--- src/rtl/dmem_pkg.sv ---
// Shared types and constants for the data-memory controller.
package dmem_pkg;

  localparam int unsigned NB_DATA        = 32;
  localparam int unsigned NB_LANE        = 8;
  localparam int unsigned N_LANES        = NB_DATA / NB_LANE;
  localparam int unsigned RAM_DEPTH      = 512;
  localparam int unsigned NB_WADDR       = $clog2(RAM_DEPTH);
  localparam int unsigned NB_BADDR       = NB_WADDR + 2;
  localparam int unsigned DBG_STARVE_MAX = 4;
  localparam int unsigned NB_STARVE      = $clog2(DBG_STARVE_MAX + 1);

  typedef enum logic [1:0] {
    SIZE_B = 2'b00,
    SIZE_H = 2'b01,
    SIZE_W = 2'b10,
    SIZE_X = 2'b11
  } size_e;

  typedef enum logic [1:0] {
    ST_IDLE   = 2'd0,
    ST_ACCESS = 2'd1,
    ST_DATA   = 2'd2,
    ST_RESP   = 2'd3
  } state_e;

  // Request fields kept from grant until response.
  typedef struct packed {
    logic       dbg;
    logic       we;
    size_e      size;
    logic       uns;
    logic [1:0] off;
  } req_t;

  // Misaligned half/word or illegal size.
  function automatic logic access_err(size_e size, logic [1:0] off);
    case (size)
      SIZE_B:  access_err = 1'b0;
      SIZE_H:  access_err = off[0];
      SIZE_W:  access_err = (off != 2'b00);
      default: access_err = 1'b1;
    endcase
  endfunction

endpackage

--- src/rtl/dmem_controller_if.sv ---
// CPU, debug and BRAM bus signals of the data-memory controller.
interface dmem_controller_if;
  import dmem_pkg::*;

  logic                i_cpu_req;
  logic                i_cpu_we;
  logic [1:0]          i_cpu_size;
  logic                i_cpu_unsigned;
  logic [NB_BADDR-1:0] i_cpu_addr;
  logic [NB_DATA-1:0]  i_cpu_wdata;
  logic [NB_DATA-1:0]  o_cpu_rdata;
  logic                o_cpu_ack;
  logic                o_cpu_err;

  logic                i_dbg_req;
  logic                i_dbg_we;
  logic [NB_WADDR-1:0] i_dbg_addr;
  logic [NB_DATA-1:0]  i_dbg_wdata;
  logic [NB_DATA-1:0]  o_dbg_rdata;
  logic                o_dbg_ack;

  logic [NB_WADDR-1:0] o_ram_waddr;
  logic [NB_WADDR-1:0] o_ram_raddr;
  logic [NB_DATA-1:0]  o_ram_din;
  logic [N_LANES-1:0]  o_ram_wen;
  logic                o_ram_ren;
  logic [NB_DATA-1:0]  i_ram_dout;

  // Controller side.
  modport slave (
    input  i_cpu_req, i_cpu_we, i_cpu_size, i_cpu_unsigned, i_cpu_addr, i_cpu_wdata,
    output o_cpu_rdata, o_cpu_ack, o_cpu_err,
    input  i_dbg_req, i_dbg_we, i_dbg_addr, i_dbg_wdata,
    output o_dbg_rdata, o_dbg_ack,
    output o_ram_waddr, o_ram_raddr, o_ram_din, o_ram_wen, o_ram_ren,
    input  i_ram_dout
  );

  // Requester / memory side.
  modport master (
    output i_cpu_req, i_cpu_we, i_cpu_size, i_cpu_unsigned, i_cpu_addr, i_cpu_wdata,
    input  o_cpu_rdata, o_cpu_ack, o_cpu_err,
    output i_dbg_req, i_dbg_we, i_dbg_addr, i_dbg_wdata,
    input  o_dbg_rdata, o_dbg_ack,
    input  o_ram_waddr, o_ram_raddr, o_ram_din, o_ram_wen, o_ram_ren,
    output i_ram_dout
  );

endinterface

--- src/rtl/dmem_lane_align.sv ---
// Byte-lane store formatter and load extractor/extender (combinational).
module dmem_lane_align
  import dmem_pkg::*;
(
  input  size_e              i_st_size,
  input  logic [1:0]         i_st_off,
  input  logic [NB_DATA-1:0] i_st_wdata,
  output logic [N_LANES-1:0] o_wen_c,
  output logic [NB_DATA-1:0] o_din_c,
  input  size_e              i_ld_size,
  input  logic [1:0]         i_ld_off,
  input  logic               i_ld_uns,
  input  logic [NB_DATA-1:0] i_ld_dout,
  output logic [NB_DATA-1:0] o_rdata_c
);

  logic [15:0] ld_lo16;

  // Replicate store data across lanes and select the written lanes.
  always_comb begin
    o_wen_c = '0;
    o_din_c = i_st_wdata;
    case (i_st_size)
      SIZE_B: begin
        o_wen_c = N_LANES'(1) << i_st_off;
        o_din_c = {N_LANES{i_st_wdata[7:0]}};
      end
      SIZE_H: begin
        o_wen_c = i_st_off[1] ? 4'b1100 : 4'b0011;
        o_din_c = {2{i_st_wdata[15:0]}};
      end
      SIZE_W:  o_wen_c = '1;
      default: o_wen_c = '0;
    endcase
  end

  // Right-align the addressed lane(s) and sign- or zero-extend.
  always_comb begin
    ld_lo16   = 16'(i_ld_dout >> {i_ld_off, 3'b000});
    o_rdata_c = i_ld_dout;
    case (i_ld_size)
      SIZE_B:  o_rdata_c = i_ld_uns ? {24'h0, ld_lo16[7:0]}
                                    : {{24{ld_lo16[7]}}, ld_lo16[7:0]};
      SIZE_H:  o_rdata_c = i_ld_uns ? {16'h0, ld_lo16}
                                    : {{16{ld_lo16[15]}}, ld_lo16};
      default: o_rdata_c = i_ld_dout;
    endcase
  end

endmodule

--- src/rtl/dmem_controller.sv ---
// CPU/debug arbiter and access sequencer in front of a byte-enable BRAM.
module dmem_controller
  import dmem_pkg::*;
(
  input logic              i_clk,
  input logic              i_rst,
  dmem_controller_if.slave bus
);

  state_e               state_q, state_d;
  logic [NB_STARVE-1:0] starve_q, starve_d;
  req_t                 req_q, req_d;

  logic [NB_DATA-1:0]  cpu_rdata_q, cpu_rdata_d;
  logic                cpu_ack_q, cpu_ack_d;
  logic                cpu_err_q, cpu_err_d;
  logic [NB_DATA-1:0]  dbg_rdata_q, dbg_rdata_d;
  logic                dbg_ack_q, dbg_ack_d;
  logic [NB_WADDR-1:0] ram_addr_q, ram_addr_d;
  logic [NB_DATA-1:0]  ram_din_q, ram_din_d;
  logic [N_LANES-1:0]  ram_wen_q, ram_wen_d;
  logic                ram_ren_q, ram_ren_d;

  size_e               cpu_size_c;
  logic [1:0]          cpu_off_c;
  logic                cpu_bad_c;
  logic                dbg_win_c;
  logic [N_LANES-1:0]  st_wen_c;
  logic [NB_DATA-1:0]  st_din_c;
  logic [NB_DATA-1:0]  ld_rdata_c;

  assign cpu_size_c = size_e'(bus.i_cpu_size);
  assign cpu_off_c  = bus.i_cpu_addr[1:0];
  assign cpu_bad_c  = access_err(cpu_size_c, cpu_off_c);
  // CPU has priority unless debug has waited through the maximum CPU grants.
  assign dbg_win_c  = bus.i_dbg_req &&
                      (!bus.i_cpu_req || (starve_q == NB_STARVE'(DBG_STARVE_MAX)));

  dmem_lane_align u_lane_align (
    .i_st_size  (cpu_size_c),
    .i_st_off   (cpu_off_c),
    .i_st_wdata (bus.i_cpu_wdata),
    .o_wen_c    (st_wen_c),
    .o_din_c    (st_din_c),
    .i_ld_size  (req_q.size),
    .i_ld_off   (req_q.off),
    .i_ld_uns   (req_q.uns),
    .i_ld_dout  (bus.i_ram_dout),
    .o_rdata_c  (ld_rdata_c)
  );

  // Next-state, arbitration and registered-output values.
  always_comb begin
    state_d     = state_q;
    starve_d    = starve_q;
    req_d       = req_q;
    cpu_rdata_d = cpu_rdata_q;
    cpu_ack_d   = 1'b0;
    cpu_err_d   = 1'b0;
    dbg_rdata_d = dbg_rdata_q;
    dbg_ack_d   = 1'b0;
    ram_addr_d  = ram_addr_q;
    ram_din_d   = ram_din_q;
    ram_wen_d   = '0;
    ram_ren_d   = 1'b0;

    case (state_q)
      ST_IDLE: begin
        if (!bus.i_dbg_req) starve_d = '0;
        if (dbg_win_c) begin
          starve_d   = '0;
          req_d.dbg  = 1'b1;
          req_d.we   = bus.i_dbg_we;
          req_d.size = SIZE_W;
          req_d.uns  = 1'b0;
          req_d.off  = 2'b00;
          ram_addr_d = bus.i_dbg_addr;
          ram_din_d  = bus.i_dbg_wdata;
          ram_wen_d  = bus.i_dbg_we ? '1 : '0;
          ram_ren_d  = !bus.i_dbg_we;
          state_d    = ST_ACCESS;
        end else if (bus.i_cpu_req) begin
          if (bus.i_dbg_req) starve_d = NB_STARVE'(starve_q + 1'b1);
          req_d.dbg  = 1'b0;
          req_d.we   = bus.i_cpu_we;
          req_d.size = cpu_size_c;
          req_d.uns  = bus.i_cpu_unsigned;
          req_d.off  = cpu_off_c;
          if (cpu_bad_c) begin
            cpu_rdata_d = '0;
            cpu_ack_d   = 1'b1;
            cpu_err_d   = 1'b1;
            state_d     = ST_RESP;
          end else begin
            ram_addr_d = bus.i_cpu_addr[NB_BADDR-1:2];
            ram_din_d  = st_din_c;
            ram_wen_d  = bus.i_cpu_we ? st_wen_c : '0;
            ram_ren_d  = !bus.i_cpu_we;
            state_d    = ST_ACCESS;
          end
        end
      end
      ST_ACCESS: begin
        if (req_q.we) begin
          cpu_ack_d = !req_q.dbg;
          dbg_ack_d = req_q.dbg;
          state_d   = ST_RESP;
        end else begin
          state_d = ST_DATA;
        end
      end
      ST_DATA: begin
        if (req_q.dbg) begin
          dbg_rdata_d = bus.i_ram_dout;
          dbg_ack_d   = 1'b1;
        end else begin
          cpu_rdata_d = ld_rdata_c;
          cpu_ack_d   = 1'b1;
        end
        state_d = ST_RESP;
      end
      default: state_d = ST_IDLE;
    endcase
  end

  // State, arbitration and output registers; reset aborts any access.
  always_ff @(posedge i_clk or negedge i_rst) begin
    if (!i_rst) begin
      state_q     <= ST_IDLE;
      starve_q    <= '0;
      req_q       <= '0;
      cpu_rdata_q <= '0;
      cpu_ack_q   <= 1'b0;
      cpu_err_q   <= 1'b0;
      dbg_rdata_q <= '0;
      dbg_ack_q   <= 1'b0;
      ram_addr_q  <= '0;
      ram_din_q   <= '0;
      ram_wen_q   <= '0;
      ram_ren_q   <= 1'b0;
    end else begin
      state_q     <= state_d;
      starve_q    <= starve_d;
      req_q       <= req_d;
      cpu_rdata_q <= cpu_rdata_d;
      cpu_ack_q   <= cpu_ack_d;
      cpu_err_q   <= cpu_err_d;
      dbg_rdata_q <= dbg_rdata_d;
      dbg_ack_q   <= dbg_ack_d;
      ram_addr_q  <= ram_addr_d;
      ram_din_q   <= ram_din_d;
      ram_wen_q   <= ram_wen_d;
      ram_ren_q   <= ram_ren_d;
    end
  end

  assign bus.o_cpu_rdata = cpu_rdata_q;
  assign bus.o_cpu_ack   = cpu_ack_q;
  assign bus.o_cpu_err   = cpu_err_q;
  assign bus.o_dbg_rdata = dbg_rdata_q;
  assign bus.o_dbg_ack   = dbg_ack_q;
  assign bus.o_ram_waddr = ram_addr_q;
  assign bus.o_ram_raddr = ram_addr_q;
  assign bus.o_ram_din   = ram_din_q;
  assign bus.o_ram_wen   = ram_wen_q;
  assign bus.o_ram_ren   = ram_ren_q;

endmodule

--- src/flat_wrapper.sv ---
// flat-port wrapper written by rule: the top's interface ports become plain ports
module dmem_controller_flat import dmem_pkg::*;
  (i_clk, i_rst, bus_i_cpu_req, bus_i_cpu_we, bus_i_cpu_size, bus_i_cpu_unsigned, bus_i_cpu_addr, bus_i_cpu_wdata, bus_o_cpu_rdata, bus_o_cpu_ack, bus_o_cpu_err, bus_i_dbg_req, bus_i_dbg_we, bus_i_dbg_addr, bus_i_dbg_wdata, bus_o_dbg_rdata, bus_o_dbg_ack, bus_o_ram_waddr, bus_o_ram_raddr, bus_o_ram_din, bus_o_ram_wen, bus_o_ram_ren, bus_i_ram_dout);
  dmem_controller_if bus_i ();
  input logic i_clk;
  input logic i_rst;
  input wire logic [$bits(bus_i.i_cpu_req)-1:0] bus_i_cpu_req;
  input wire logic [$bits(bus_i.i_cpu_we)-1:0] bus_i_cpu_we;
  input wire logic [$bits(bus_i.i_cpu_size)-1:0] bus_i_cpu_size;
  input wire logic [$bits(bus_i.i_cpu_unsigned)-1:0] bus_i_cpu_unsigned;
  input wire logic [$bits(bus_i.i_cpu_addr)-1:0] bus_i_cpu_addr;
  input wire logic [$bits(bus_i.i_cpu_wdata)-1:0] bus_i_cpu_wdata;
  output wire logic [$bits(bus_i.o_cpu_rdata)-1:0] bus_o_cpu_rdata;
  output wire logic [$bits(bus_i.o_cpu_ack)-1:0] bus_o_cpu_ack;
  output wire logic [$bits(bus_i.o_cpu_err)-1:0] bus_o_cpu_err;
  input wire logic [$bits(bus_i.i_dbg_req)-1:0] bus_i_dbg_req;
  input wire logic [$bits(bus_i.i_dbg_we)-1:0] bus_i_dbg_we;
  input wire logic [$bits(bus_i.i_dbg_addr)-1:0] bus_i_dbg_addr;
  input wire logic [$bits(bus_i.i_dbg_wdata)-1:0] bus_i_dbg_wdata;
  output wire logic [$bits(bus_i.o_dbg_rdata)-1:0] bus_o_dbg_rdata;
  output wire logic [$bits(bus_i.o_dbg_ack)-1:0] bus_o_dbg_ack;
  output wire logic [$bits(bus_i.o_ram_waddr)-1:0] bus_o_ram_waddr;
  output wire logic [$bits(bus_i.o_ram_raddr)-1:0] bus_o_ram_raddr;
  output wire logic [$bits(bus_i.o_ram_din)-1:0] bus_o_ram_din;
  output wire logic [$bits(bus_i.o_ram_wen)-1:0] bus_o_ram_wen;
  output wire logic [$bits(bus_i.o_ram_ren)-1:0] bus_o_ram_ren;
  input wire logic [$bits(bus_i.i_ram_dout)-1:0] bus_i_ram_dout;
  assign bus_i.i_cpu_req = bus_i_cpu_req;
  assign bus_i.i_cpu_we = bus_i_cpu_we;
  assign bus_i.i_cpu_size = bus_i_cpu_size;
  assign bus_i.i_cpu_unsigned = bus_i_cpu_unsigned;
  assign bus_i.i_cpu_addr = bus_i_cpu_addr;
  assign bus_i.i_cpu_wdata = bus_i_cpu_wdata;
  assign bus_o_cpu_rdata = bus_i.o_cpu_rdata;
  assign bus_o_cpu_ack = bus_i.o_cpu_ack;
  assign bus_o_cpu_err = bus_i.o_cpu_err;
  assign bus_i.i_dbg_req = bus_i_dbg_req;
  assign bus_i.i_dbg_we = bus_i_dbg_we;
  assign bus_i.i_dbg_addr = bus_i_dbg_addr;
  assign bus_i.i_dbg_wdata = bus_i_dbg_wdata;
  assign bus_o_dbg_rdata = bus_i.o_dbg_rdata;
  assign bus_o_dbg_ack = bus_i.o_dbg_ack;
  assign bus_o_ram_waddr = bus_i.o_ram_waddr;
  assign bus_o_ram_raddr = bus_i.o_ram_raddr;
  assign bus_o_ram_din = bus_i.o_ram_din;
  assign bus_o_ram_wen = bus_i.o_ram_wen;
  assign bus_o_ram_ren = bus_i.o_ram_ren;
  assign bus_i.i_ram_dout = bus_i_ram_dout;
  dmem_controller u_core (.i_clk(i_clk), .i_rst(i_rst), .bus(bus_i));
endmodule
--- config.mk ---
export PLATFORM = sky130hd
export DESIGN_NAME = dmem_controller_flat
export DESIGN_NICKNAME = d
export VERILOG_FILES = /design/src/rtl/dmem_pkg.sv /design/src/rtl/dmem_controller_if.sv /design/src/rtl/dmem_lane_align.sv /design/src/rtl/dmem_controller.sv /design/src/flat_wrapper.sv
export SDC_FILE = /design/constraint.sdc
export NUM_CORES = 1
export LEC_CHECK = 0
export CORE_MARGIN = 4
export CORE_UTILIZATION = 35
export DETAILED_ROUTE_END_ITERATION = 10
export GPL_TIMING_DRIVEN = 0
export PLACE_DENSITY = 0.76
export REMOVE_ABC_BUFFERS = 1
export SLEW_MARGIN = 20
export SYNTH_ARGS = -nofsm -noshare
export SYNTH_HDL_FRONTEND = slang
export SYNTH_SLANG_ARGS = --single-unit
--- constraint.sdc ---
create_clock -name i_clk -period 2.29 [get_ports i_clk]
set_input_delay 0.458 -clock i_clk [delete_from_list [all_inputs] [get_ports i_clk]]
set_output_delay 0.458 -clock i_clk [all_outputs]
set_load 0.005 [all_outputs]
-- Yosys cells after proc, flatten, opt, wreduce, memory -nomap -nowiden
Cells that the tools add are included.
- add/sub/neg operators: 1
- multiply operators: 0
- divide/modulo/power cells: 0
- magnitude comparators: 0
- eq/ne operators: 12
- shift-type cells: 2
- muxes and demuxes: 49
- bitwise logic cells: 0
- reductions and logical operators: 16
- operators by type and width (kind ; count):
    $mux 32 ; 9
    $pmux 32 s2 ; 3
    $shr 32x5->16 ; 1
    $mux 4 ; 7
    $mux 9 ; 3
    $mux 7 ; 2
    $mux 1 ; 13
    $mux 3 ; 4
    $pmux 4 s3 ; 1
    $ne 2x2->1 const B ; 4
    $eq 2x1->1 const B ; 3
    $logic_not 2->1 ; 3
    $mux 2 ; 3
    $pmux 1 s3 ; 2
    $pmux 2 s3 ; 1
    $reduce_bool 2->1 ; 3
    $reduce_and 5->1 ; 1
    $eq 2x2->1 const B ; 2
    $logic_not 1->1 ; 4
    $reduce_and 2->1 ; 2
    $shl 1x2->4 const A ; 1
    $add 3x1->3 const B ; 1
    $eq 3x3->1 const B ; 1
    $ne 3x2->1 const B ; 1
    other kinds (5) ; 5
- register bits after elaboration: 125
- latch bits: 0
- memory bits (writable): 0
- ROM bits: 0
- output and inout port bits: 122
- memories kept: 0

-- Depth between registers and ports, before layout
Gate-level depths: netlist of the first run.
- depth after elaboration: 7
- gate-level depth with buffers: 9

-- Cells and area by module
A second synthesis of the first run with hierarchy kept.
- cell total of the unflattened synthesis: 641
- area, all modules: 6668.9 um^2
- modules (own cells, without submodules) (module ; instances ; cells an instance ; area an instance (um^2) ; seq. area each (um^2)):
    dmem_controller ; 1 ; 464 ; 5455.2 ; 3128.0
    dmem_lane_align ; 1 ; 177 ; 1213.7 ; 0.0

-- Worst setup path before layout of the first run
No wires, ideal clock.
- path type: flip-flop to flip-flop
- from: register u_core.starve_q[0]
- to: register u_core.ram_addr_q[6], in the netlist u_core.bus.o_ram_raddr[6]
- data arrival time: 1.871 ns
- path slack: 0.292 ns
- stages on the path, launching flop included: 8
- cells stage by stage: dfrtp_1 > inv_1 > ha_1 > nand2_1 > a21boi_0 > clkbuf_1 > mux2_2 > mux2_1
- cells in the longest elaborated chain, start to end: 5
- ends and longest elaborated chain (item ; line ; RTL):
    start: declaration ; dmem_controller.sv:11 ; logic [NB_STARVE-1:0] starve_q, starve_d;
    start signal: assignment ; dmem_controller.sv:143 ; starve_q <= starve_d;
    $eq 3x3->1 * ; dmem_controller.sv:37 ; (!bus.i_cpu_req || (starve_q == NB_STARVE'(DBG_STARVE_MAX)));
    $logic_or 1x1->1 * ; dmem_controller.sv:37 ;
    $logic_and 1x1->1 * ; dmem_controller.sv:36 ; assign dbg_win_c = bus.i_dbg_req &&
    $ne 2x2->1 (no line) or $reduce_bool 2->1 (tied branches) ; - ;
    $reduce_and 3->1 (no line) ; - ;
    end signal: assignment ; dmem_controller.sv:150 ; ram_addr_q <= ram_addr_d;
    end: declaration ; dmem_controller.sv:19 ; logic [NB_WADDR-1:0] ram_addr_q, ram_addr_d;
Mark *: on every way between the ends. The rest lies on a longest branch, timed or not.
A chain may end at the register's enable or synchronous reset.

-- Final worst setup path of the first run
- from: input port bus_i_cpu_addr[1]
- to: register u_core.ram_din_q[6], in the netlist u_core.bus.o_ram_din[6]
- cells in the longest elaborated chain, start to end: 4
- ends and longest elaborated chain (item ; line ; RTL):
    start: declaration ; flat_wrapper.sv:11 ; input wire logic [$bits(bus_i.i_cpu_addr)-1:0] bus_i_cpu_addr;
    $reduce_bool 2->1 ; dmem_pkg.sv:41 ; SIZE_W: access_err = (off != 2'b00);
    $pmux 1 s3 ; dmem_pkg.sv:38 ; case (size)
    $ne 2x2->1 (no line) ; - ;
    $reduce_and 3->1 (no line) ; - ;
    end signal: assignment ; dmem_controller.sv:151 ; ram_din_q <= ram_din_d;
    end: declaration ; dmem_controller.sv:20 ; logic [NB_DATA-1:0] ram_din_q, ram_din_d;
No other way between the ends.

==> reports/results.txt, run 1 <==
final worst setup slack = 74.2 ps
total number of vias = 5248
GPL Wtd Cong = 0.807
Least-Margin Pin Slew = 826 ps
core area = 0.0181 mm2
root buffer selected by CTS = clkbuf_16
slowest CP cell = clkdlybuf4s50_1
final setup fails = 0
initial DRC count = 200
worst r2r src = u_core.starve_q[0]
post-synth top area cell = dfrtp_1
routed length per placed instance = 19.3 um
Main synth FF type = dfrtp_1
Ports = 247
WS Path Type = in2reg
Avg Vias per Cell = 5.15
Post-Syn Instances = 551
WHS = 488 ps
most used cell, CP = buf_16
Starting Density = 0.361
family with the most delay on the worst path = buffers and inverters
min-delay src = u_core.bus.o_cpu_rdata[2]
CP arrival = 2500 ps
Hold Vio Cnt, Final = 0
worst reg-to-reg setup slack = 130 ps
vias in the first global route = 5434
H-tree depth = 4
Die X = 145 um
DP HPWL = 14400 um
RSZ-0062 raised after global routing = true
clk slew on worst S/H paths = 60 ps
TritonCTS buffer count = 17
die area = 0.0209 mm2
commonest non-fill, non-tap cell in the layout = clkdlybuf4s50_1
Yosys reg bits = 125
top-area cell type share of the netlist area = 0.478
Pleak = 4.00 nW
1st-pass router iterations = 4
Place WS = -1230 ps
pin count of the biggest net entering global routing = 72
initial antenna violation count = 0
Final Util = 0.542
first-pass GRT wire length = 29700 um
worst vdd ir = 0.000628 V
CP bufs+invs = 3
clock tree buffer depth = 2
remaining global-route overflow = 0
I/O Buffers = 246
Post-Syn Area = 0.00654 mm2
minimum clock period = 2220 ps
nets = 911
clk_lat worst skew = 400 ps
Worst Path Max Fanout = 17
hold depth = 1
register area share after synthesis = 0.478
endpoint class of the critical path = flip-flop
f_max = 0.451 GHz
Sink Count = 125
drt total wl = 19700 um
outcome = completed
Post-Syn Area per Cell = 11.9 um2
drt drc = 0
Slew HR = 0.450
hold crit path type = reg2reg
Worst Hold Path EP = u_core.bus.o_cpu_rdata[2]
number of diodes = 0
Global Route Usage Sum = 0.184
number of synthesis warnings = 0
Area Overhead vs Synth = 50.3%
ys async rst share = 1.00
Final ANT Viol Nets = 0
CP Launch Type = input pin
synth top area cells = dfrtp_1, mux2_2, mux2_1
Cell Chain, Critical Path = clkdlybuf4s50_1 -> o21ai_2 -> nand2_1 -> a21oi_4 -> buf_16 -> buf_16 -> mux2_2
Max Transition Viols Final = 0
Die Y-Extent = 145 um
post-synth cell types = 55
Max Cap Violations = 0
commonest non-fill, non-tap cells in the layout = clkdlybuf4s50_1, dfrtp_1, mux2_2
fin crit share = 0.968
TritonCTS clock tree = yes
Required @ worst endpoint = 2580 ps
r2r endpoint = u_core.bus.o_ram_din[6]
total power density per cell area = 1210 mW/mm2
number of flops mapped to enable cells by yosys = 0
# rows = 49
Setup Skew = 10.2 ps
worst reg-to-reg path cell count = 8
CP max stage delay = 550 ps
share of cells above drive strength 1 = 0.219
Final TNS setup = 0 ps
-- final cells by class --
type,count,area [um2]
clock buffer,22,464
clock inverter,8,45.0
fill,1566,8310
inverter,25,97.6
multi-input combinational,354,3120
sequential,125,3130
tap,229,287
timing repair buffer,257,2690
-- worst register-to-register path, stage by stage, from the launching register on --
cell and delay [ps]:
dfrtp_1 390, inv_1 80, ha_1 180, nand2_1 160, a21bo_4 290, a21oi_4 210
buf_16 190, buf_16 170, mux2_2 360
-- flip-flops by register name, summed over array words and instances, names as in the netlist --
register	flops
u_core.bus.o_cpu_rdata	32
u_core.bus.o_dbg_rdata	32
u_core.bus.o_ram_din	32
u_core.bus.o_ram_raddr	9
u_core.req_q	7
u_core.bus.o_ram_wen	4
u_core.starve_q	3
u_core.state_q	2
u_core.bus.o_cpu_ack	1
u_core.bus.o_cpu_err	1
u_core.bus.o_dbg_ack	1
u_core.bus.o_ram_ren	1
-- logic make-up (layout without fill, tap and decap cells) --
logic type      after synthesis  count (layout)  share of synthesized area
compound gates              113             113                      0.141
xor+xnor                      1               1                    0.00134
fa+ha+maj                     6               6                     0.0115
buf+inv                      72             312                     0.0568
flops                       125             125                      0.478
mux                         149             149                      0.253
simple gates                 85              85                     0.0589
-- how the worst max path moves through the flow --
stage | cells past startpoint | slack [ps] | start | endpoint
finish | 7 | 70 | bus_i_cpu_addr[1] | u_core.bus.o_ram_din[6]
global route | 7 | -10 | u_core.state_q[1] | u_core.bus.o_ram_raddr[6]
CTS | 3 | 1 | u_core.req_q[4] | u_core.bus.o_cpu_rdata[12]
detailed placement | 5 | -1230 | bus_i_cpu_size[0] | u_core.bus.o_cpu_rdata[29]
global placement | 1 | -4420 | i_rst | u_core.bus.o_ram_din[2]
floorplan | 6 | -830 | u_core.starve_q[0] | u_core.bus.o_ram_din[0]
-- routing by layer --
layer / share of wire / wire (um) / vias up / GRT usage
li1: - / - / 2454 / -
met1: 0.40 / 7970 / 2531 / 0.223
met2: 0.47 / 9350 / 247 / 0.306
met3: 0.11 / 2200 / 16 / 0.0782
met4: 0.0093 / 184 / 0 / 0.0427
met5: 0 / 0 / - / 0
-- metrics by stage --
| stage | cell area (um2) | power [mW] | cells |
|---|---|---|---|
| floorplan | 6270 | 6.27 | 504 |
| global placement | 9010 | 9.24 | 979 |
| detailed placement | 9230 | 9.51 | 986 |
| CTS | 9790 | 12.0 | 1018 |
| global route | 9830 | 12.7 | 1020 |
| finish | 9830 | 11.9 | 1020 |
-- cells in the mapped netlist, drive strengths merged (2+ instances only) --
| cell type | n |
|---|---|
| mux2 | 130 |
| dfrtp | 125 |
| nor2 | 36 |
| buf | 33 |
| nand2 | 27 |
| o21ai | 25 |
| inv | 24 |
| mux2i | 19 |
| o32ai | 17 |
| o22ai | 16 |
| o2bb2ai | 15 |
| clkbuf | 14 |
| a21oi | 10 |
| a21o | 7 |
| a2bb2oi | 7 |
| ha | 6 |
| nand2b | 4 |
| nand3b | 3 |
| nor2b | 3 |
| o221ai | 3 |
| a31oi | 2 |
| and3 | 2 |
| o21a | 2 |
| or3 | 2 |
-- report_power, final --
group,internal (mW),switching (mW)
Clock,1.42,0.969
Combinational,3.42,2.18
Sequential,3.24,0.693
-- repair_timing --
action                                 CTS  global route
endpoints found under the hold margin   49             0
setup buffers                            1             2
pin swaps                                1             3
hold buffers                             1             0
gates resized for setup                 10             3
setup endpoints to repair               74            49
No activity file was read; power rests on OpenSTA's default activity.
==> run 2, diff against run 1 <==
Settings changed: CTS_CLUSTER_DIAMETER from default to 40.
==> results of run 2 <==
Same layout as run 1: the final DEF is identical, and so are final timing and power.
